===== config.mk =====
export PLATFORM = sky130hd
export DESIGN_NAME = alu_muldiv_seq
export DESIGN_NICKNAME = d
export VERILOG_FILES = /design/src/rtl/alu_muldiv_seq.sv
export SDC_FILE = /design/constraint.sdc
export NUM_CORES = 1
export LEC_CHECK = 0
export BUFFER_PORTS_ARGS = -buffer_cell sky130_fd_sc_hd__buf_2
export CAP_MARGIN = 20
export CORE_UTILIZATION = 23
export CTS_CLUSTER_SIZE = 14
export DETAILED_ROUTE_END_ITERATION = 10
export PLACE_DENSITY_LB_ADDON = 0.25
export SLEW_MARGIN = 20
export SYNTH_ARGS = -nofsm -noshare
export SYNTH_HDL_FRONTEND = slang
export SYNTH_SLANG_ARGS = --single-unit

===== constraint.sdc =====
create_clock -name clk -period 12.1 [get_ports clk]
set_input_delay 1.21 -clock clk [delete_from_list [all_inputs] [get_ports clk]]
set_output_delay 1.21 -clock clk [all_outputs]
set_load 0.01 [all_outputs]

===== src/rtl/alu_muldiv_seq.sv =====
// Radix-2 sequential multiply/divide unit with MIPS-style hi/lo results.
// Define ALU_MULDIV_DIV_EN to include the restoring divider; without it DIV/DIVU report dz=1.
module alu_muldiv_seq #(
  parameter int OPR_L = 32,
  parameter int CNT_L = 6
) (
  input  logic             clk,
  input  logic             rst,
  input  logic             start,
  input  logic [1:0]       op,
  input  logic [OPR_L-1:0] A,
  input  logic [OPR_L-1:0] B,
  output logic             busy,
  output logic             done,
  output logic [OPR_L-1:0] hi,
  output logic [OPR_L-1:0] lo,
  output logic             dz
);

  typedef enum logic [1:0] {S_IDLE, S_CALC, S_FIX} state_t;

  localparam logic [CNT_L-1:0] LAST_ITER = CNT_L'(OPR_L - 1);

  state_t             state_q;
  logic [CNT_L-1:0]   cnt_q;
  logic [2*OPR_L-1:0] acc_q;     // MUL: {partial product, multiplier}; DIV: {remainder, dividend/quotient}
  logic [OPR_L-1:0]   opnd_q;    // MUL: multiplicand; DIV: divisor
  logic               neg_lo_q;  // negate product (MUL) or quotient (DIV)
  logic               zpath_q;   // divide-by-zero / unsupported-op path
  logic               busy_q, done_q, dz_q;
  logic [OPR_L-1:0]   hi_q, lo_q;
  logic [2*OPR_L-1:0] mul_next;
  logic [OPR_L:0]     mul_sum;

  function automatic logic [OPR_L-1:0] mag(input logic [OPR_L-1:0] x, input logic sgn);
    return (sgn && x[OPR_L-1]) ? -x : x;
  endfunction

  // Shift-add step: conditionally add the multiplicand into the upper half, then shift right.
  always_comb begin
    mul_sum  = {1'b0, acc_q[2*OPR_L-1:OPR_L]} + (acc_q[0] ? {1'b0, opnd_q} : '0);
    mul_next = {mul_sum, acc_q[OPR_L-1:1]};
  end

`ifdef ALU_MULDIV_DIV_EN
  logic               div_q;
  logic               neg_hi_q;  // remainder takes the dividend's sign
  logic [OPR_L:0]     rem_sh;
  logic               rem_ge;
  logic [OPR_L-1:0]   rem_new;
  logic [2*OPR_L-1:0] div_next;

  // Restoring step: the remainder stays below the divisor, so the subtraction fits OPR_L bits.
  always_comb begin
    rem_sh   = {acc_q[2*OPR_L-1:OPR_L], acc_q[OPR_L-1]};
    rem_ge   = rem_sh >= {1'b0, opnd_q};
    rem_new  = rem_ge ? (rem_sh[OPR_L-1:0] - opnd_q) : rem_sh[OPR_L-1:0];
    div_next = {rem_new, acc_q[OPR_L-2:0], rem_ge};
  end
`endif

  // NOTE: all state below is updated with non-blocking assignments so every register
  // samples the pre-edge values, independent of statement order.
  always_ff @(posedge clk or posedge rst) begin
    if (rst) begin
      state_q  <= S_IDLE;
      cnt_q    <= '0;
      acc_q    <= '0;
      opnd_q   <= '0;
      neg_lo_q <= 1'b0;
      zpath_q  <= 1'b0;
      busy_q   <= 1'b0;
      done_q   <= 1'b0;
      dz_q     <= 1'b0;
      hi_q     <= '0;
      lo_q     <= '0;
`ifdef ALU_MULDIV_DIV_EN
      div_q    <= 1'b0;
      neg_hi_q <= 1'b0;
`endif
    end else begin
      done_q <= 1'b0;
      case (state_q)
        S_IDLE: begin
          if (start) begin
            busy_q   <= 1'b1;
            cnt_q    <= '0;
            neg_lo_q <= op[0] & (A[OPR_L-1] ^ B[OPR_L-1]);
            zpath_q  <= 1'b0;
            acc_q    <= {{OPR_L{1'b0}}, mag(B, op[0])};
            opnd_q   <= mag(A, op[0]);
            state_q  <= S_CALC;
`ifdef ALU_MULDIV_DIV_EN
            div_q    <= op[1];
            neg_hi_q <= op[0] & A[OPR_L-1];
            if (op[1]) begin
              acc_q  <= {{OPR_L{1'b0}}, mag(A, op[0])};
              opnd_q <= mag(B, op[0]);
              if (B == '0) begin
                acc_q   <= {{OPR_L{1'b0}}, A};
                zpath_q <= 1'b1;
                state_q <= S_FIX;
              end
            end
`else
            if (op[1]) begin
              zpath_q <= 1'b1;
              state_q <= S_FIX;
            end
`endif
          end
        end
        S_CALC: begin
`ifdef ALU_MULDIV_DIV_EN
          acc_q <= div_q ? div_next : mul_next;
`else
          acc_q <= mul_next;
`endif
          cnt_q <= cnt_q + 1'b1;
          if (cnt_q == LAST_ITER) state_q <= S_FIX;
        end
        S_FIX: begin
          busy_q  <= 1'b0;
          done_q  <= 1'b1;
          dz_q    <= zpath_q;
          state_q <= S_IDLE;
          if (zpath_q) begin
`ifdef ALU_MULDIV_DIV_EN
            hi_q <= acc_q[OPR_L-1:0];
            lo_q <= '1;
`else
            hi_q <= '0;
            lo_q <= '0;
`endif
          end
`ifdef ALU_MULDIV_DIV_EN
          else if (div_q) begin
            lo_q <= neg_lo_q ? -acc_q[OPR_L-1:0] : acc_q[OPR_L-1:0];
            hi_q <= neg_hi_q ? -acc_q[2*OPR_L-1:OPR_L] : acc_q[2*OPR_L-1:OPR_L];
          end
`endif
          else begin
            {hi_q, lo_q} <= neg_lo_q ? -acc_q : acc_q;
          end
        end
        default: state_q <= S_IDLE;
      endcase
    end
  end

  assign busy = busy_q;
  assign done = done_q;
  assign hi   = hi_q;
  assign lo   = lo_q;
  assign dz   = dz_q;

endmodule


==> results.toml <==
[run_status]
status = "complete, no violations"

[route]
via_count = 10100
postRouteAntennaNets = 0
drcViolationCount = 0
routed_via_density = 4.93
drt_wl_total_um = 37600
first_pass_iters = 4
drt_iter0_drc = 662
wire_per_inst_um = 18.4

[worst_setup_path]
critPathMaxStageDelay_ns = 0.51
crit_path_end_kind = "flop"
cp-start-kind = "flop"
path_cells = "buf_4 -> and2_1 -> ha_1 -> inv_1 -> fa_1 -> nor2b_1 -> o2111ai_1 -> a211o_1 -> a21oi_1 -> a31oi_1 -> or3_1 -> a32oi_1"
crit_required_ns = 12.47
cp.arrival_ns = 3.89
cp_max_fo = 26
critPathKind = "reg -> reg"
worst_path_max_delay_cell = "dfrtp_1"

[synth]
yosys_warnings = 0
synthFlopType = "dfrtp_1"
synth.net_count = 1438
syn_inst = 1332
syn_area_per_cell_um2 = 8.44
async_flop_share_pct = 100
synth_area_leaders = "dfrtp_1, xor2_1, o21ai_0"
synth_top_area_cell = "dfrtp_1"
ys_seq_elements = 173
syn_area_um2 = 11200
yosysSeqAreaShare_pct = 38.5
synth_cell_type_count = 67
synth_edf_count = 0
synth_top_area_share_pct = 38.5

[power]
p_leak_nw = 5.56
powerDensity_nw_per_um2 = 227
peakVddDrop_mv = 0.126

[clock_network]
clk_latency_ns = 0.45
cts_tree = "built"
htreeDepth = 4
cts-root-buf = "clkbuf_16"
cts.clk_slew.worst_paths_ns = 0.08
clock-sinks = 173
clockBufferDepth = 2
ctsResizeCount = 0
post_cts_buffers = 0
cts_made_buffers = 17
holdBufCountCts = 0

[global_routing]
grt_max_degree = 104
grt_pass1_vias = 9757
overflow = 0
track_usage_pct = 15.2
antenna_found_initial = 4
grt_pass1_wl_um = 58300

[finish]
nets = 1522
syn2layout_area_growth_pct = 16.2
drive_above_1_share_pct = 13.9

[sta]
hold_violations = 0
setup_violations = 0
rsz0062_at_grt = "no"
finalCritPeriodShare_pct = 29.1
min_period_ns = 3.52
max_freq_mhz = 284
slew_headroom_pct = 35.9
worst_pin_slew_ns = 0.961
slew_violations = 0
hold_ws_ns = 0.467
finalClockSkew_ns = 0.0135
tns_ns = 0

[placement]
dp_hpwl_um = 28800
place_congestion = 0.859
port_buffers = 135

[floorplanning]
dieHeight_um = 223
coreArea_um2 = 47900
die_area_um2 = 49800
die_w_um = 223
start_util_pct = 23.5
ios = 136
rows = 80

[hold_path]
min_path_type = "reg -> reg"

[flow_run]
drv_cap = 0
## flip-flops by register name, summed over array words and instances (netlist names)
register,cells
zpath_q,1
dz,1
busy,1
cnt_q,6
lo,32
acc_q,64
done,1
opnd_q,32
neg_lo_q,1
state_q,2
hi,32
## kinds of logic (layout without fill, tap and decap cells)
| logic type | Yosys count | in the layout | share of synthesized area [%] |
|---|---|---|---|
| xor+xnor | 145 | 145 | 11.3 |
| compound gates | 419 | 419 | 22.5 |
| mux | 2 | 2 | 0.178 |
| fa+ha+maj | 37 | 37 | 4.18 |
| flops | 173 | 173 | 38.5 |
| buf+inv | 102 | 199 | 3.49 |
| simple gates | 454 | 454 | 19.8 |
| other cells | 0 | 1 | 0 |
## report_power, final
| group | internal [mW] | switching [mW] |
|---|---|---|
| Sequential | 0.800 | 0.294 |
| Clock | 0.282 | 0.261 |
| Combinational | 0.497 | 0.837 |
## layout by cell type, fill, tap and decap left out, types with 5 or more instances in the layout
cell       instances
a22oi_1           22
a21o_1             9
inv_1             22
o211ai_1           8
clkbuf_16         17
ha_1              36
o21ai_0          177
nand2b_1           9
o22ai_1           16
xnor2_1           43
nor2b_1           10
nor3_1            19
a21oi_1           73
and2_1            38
buf_4              7
a31oi_1            7
and3_1             7
o31ai_1           34
buf_2            135
o21bai_1           5
xor2_1           102
or4_1             13
or2_2              8
o21ai_1           13
a211oi_1           7
nor4_1            16
nand4_1           15
dfrtp_1          172
or3_1             25
nand3_1           24
nor2_1            52
o41ai_1           15
nand2_1          197
## per-stage QoR
step / utilization [%] / area, µm² / total power [mW] / std cells / worst slack [ns]
floorplan: - / 11200 / 1.94 / 1332 / 6.20
global placement: 26.0 / 12500 / 2.42 / 2010 / 8.40
detailed placement: 26.0 / 12500 / 2.44 / 2010 / 8.33
CTS: 27.2 / 13000 / 2.99 / 2042 / 8.56
global route: 27.3 / 13100 / 3.21 / 2045 / 8.27
finish: 27.3 / 13100 / 2.97 / 2045 / 8.58
## layout make-up
type | instances | area [µm²]
flip-flops and latches | 173 | 4330
inverters | 23 | 91.3
well taps | 615 | 769
clock buffers | 21 | 470
repair buffers | 144 | 776
clock inverters | 11 | 83.8
fillers | 5194 | 34900
diodes | 1 | 2.50
multi-input cells | 1057 | 6550
## synth_stat cells, types with 3 or more instances
cell / n
o22ai_1: 16
dfrtp_1: 173
nand3_1: 25
or4_1: 13
clkbuf_1: 71
o21a_1: 4
buf_1: 5
nand4_1: 15
inv_1: 23
or3_1: 25
o21ai_1: 14
a221oi_1: 3
nand2b_1: 9
nand2_1: 199
a31oi_1: 7
ha_1: 36
and3_1: 7
o31ai_1: 34
o21ai_0: 177
xor2_1: 102
nor2_1: 53
nor3_1: 19
or4_4: 4
and2_1: 38
o21bai_1: 5
or2_2: 8
o41ai_1: 15
xnor2_1: 43
a211oi_1: 7
nor4_1: 16
a21oi_1: 73
o211ai_1: 8
nor2b_1: 10
a21o_1: 9
a22oi_1: 22
nor3b_1: 3
## critical path: cells and delay by family, from the launching register on
kind | cells | cell delay, ns
buf+inv | 2 | 0.35
flops | 1 | 0.51
compound gates | 5 | 1.29
simple gates | 3 | 0.74
fa+ha+maj | 2 | 0.55
## final timing paths
kind | end | depth (start not counted) | slack [ns] | from
max in group asynchronous | neg_lo_q | 4 | 9.63 | rst
hold reg to reg | opnd_q[20] | 2 | 0.47 | opnd_q[20]
min in group asynchronous | hi[17] | 2 | 0.77 | rst
setup reg to reg | acc_q[63] | 12 | 8.58 | acc_q[0]
setup / recovery | acc_q[63] | 12 | 8.58 | acc_q[0]
hold / removal | opnd_q[20] | 2 | 0.47 | opnd_q[20]
## metal layers
layer / GRT usage, % / vias to the layer above / wire, µm
li1: - / 4977 / -
met3: 2.40 / 35 / 1270
met1: 21.9 / 4881 / 19100
met5: 0 / - / 41
met2: 23.3 / 178 / 16600
met4: 4.32 / 6 / 663
(Power assumes the default switching activity.)
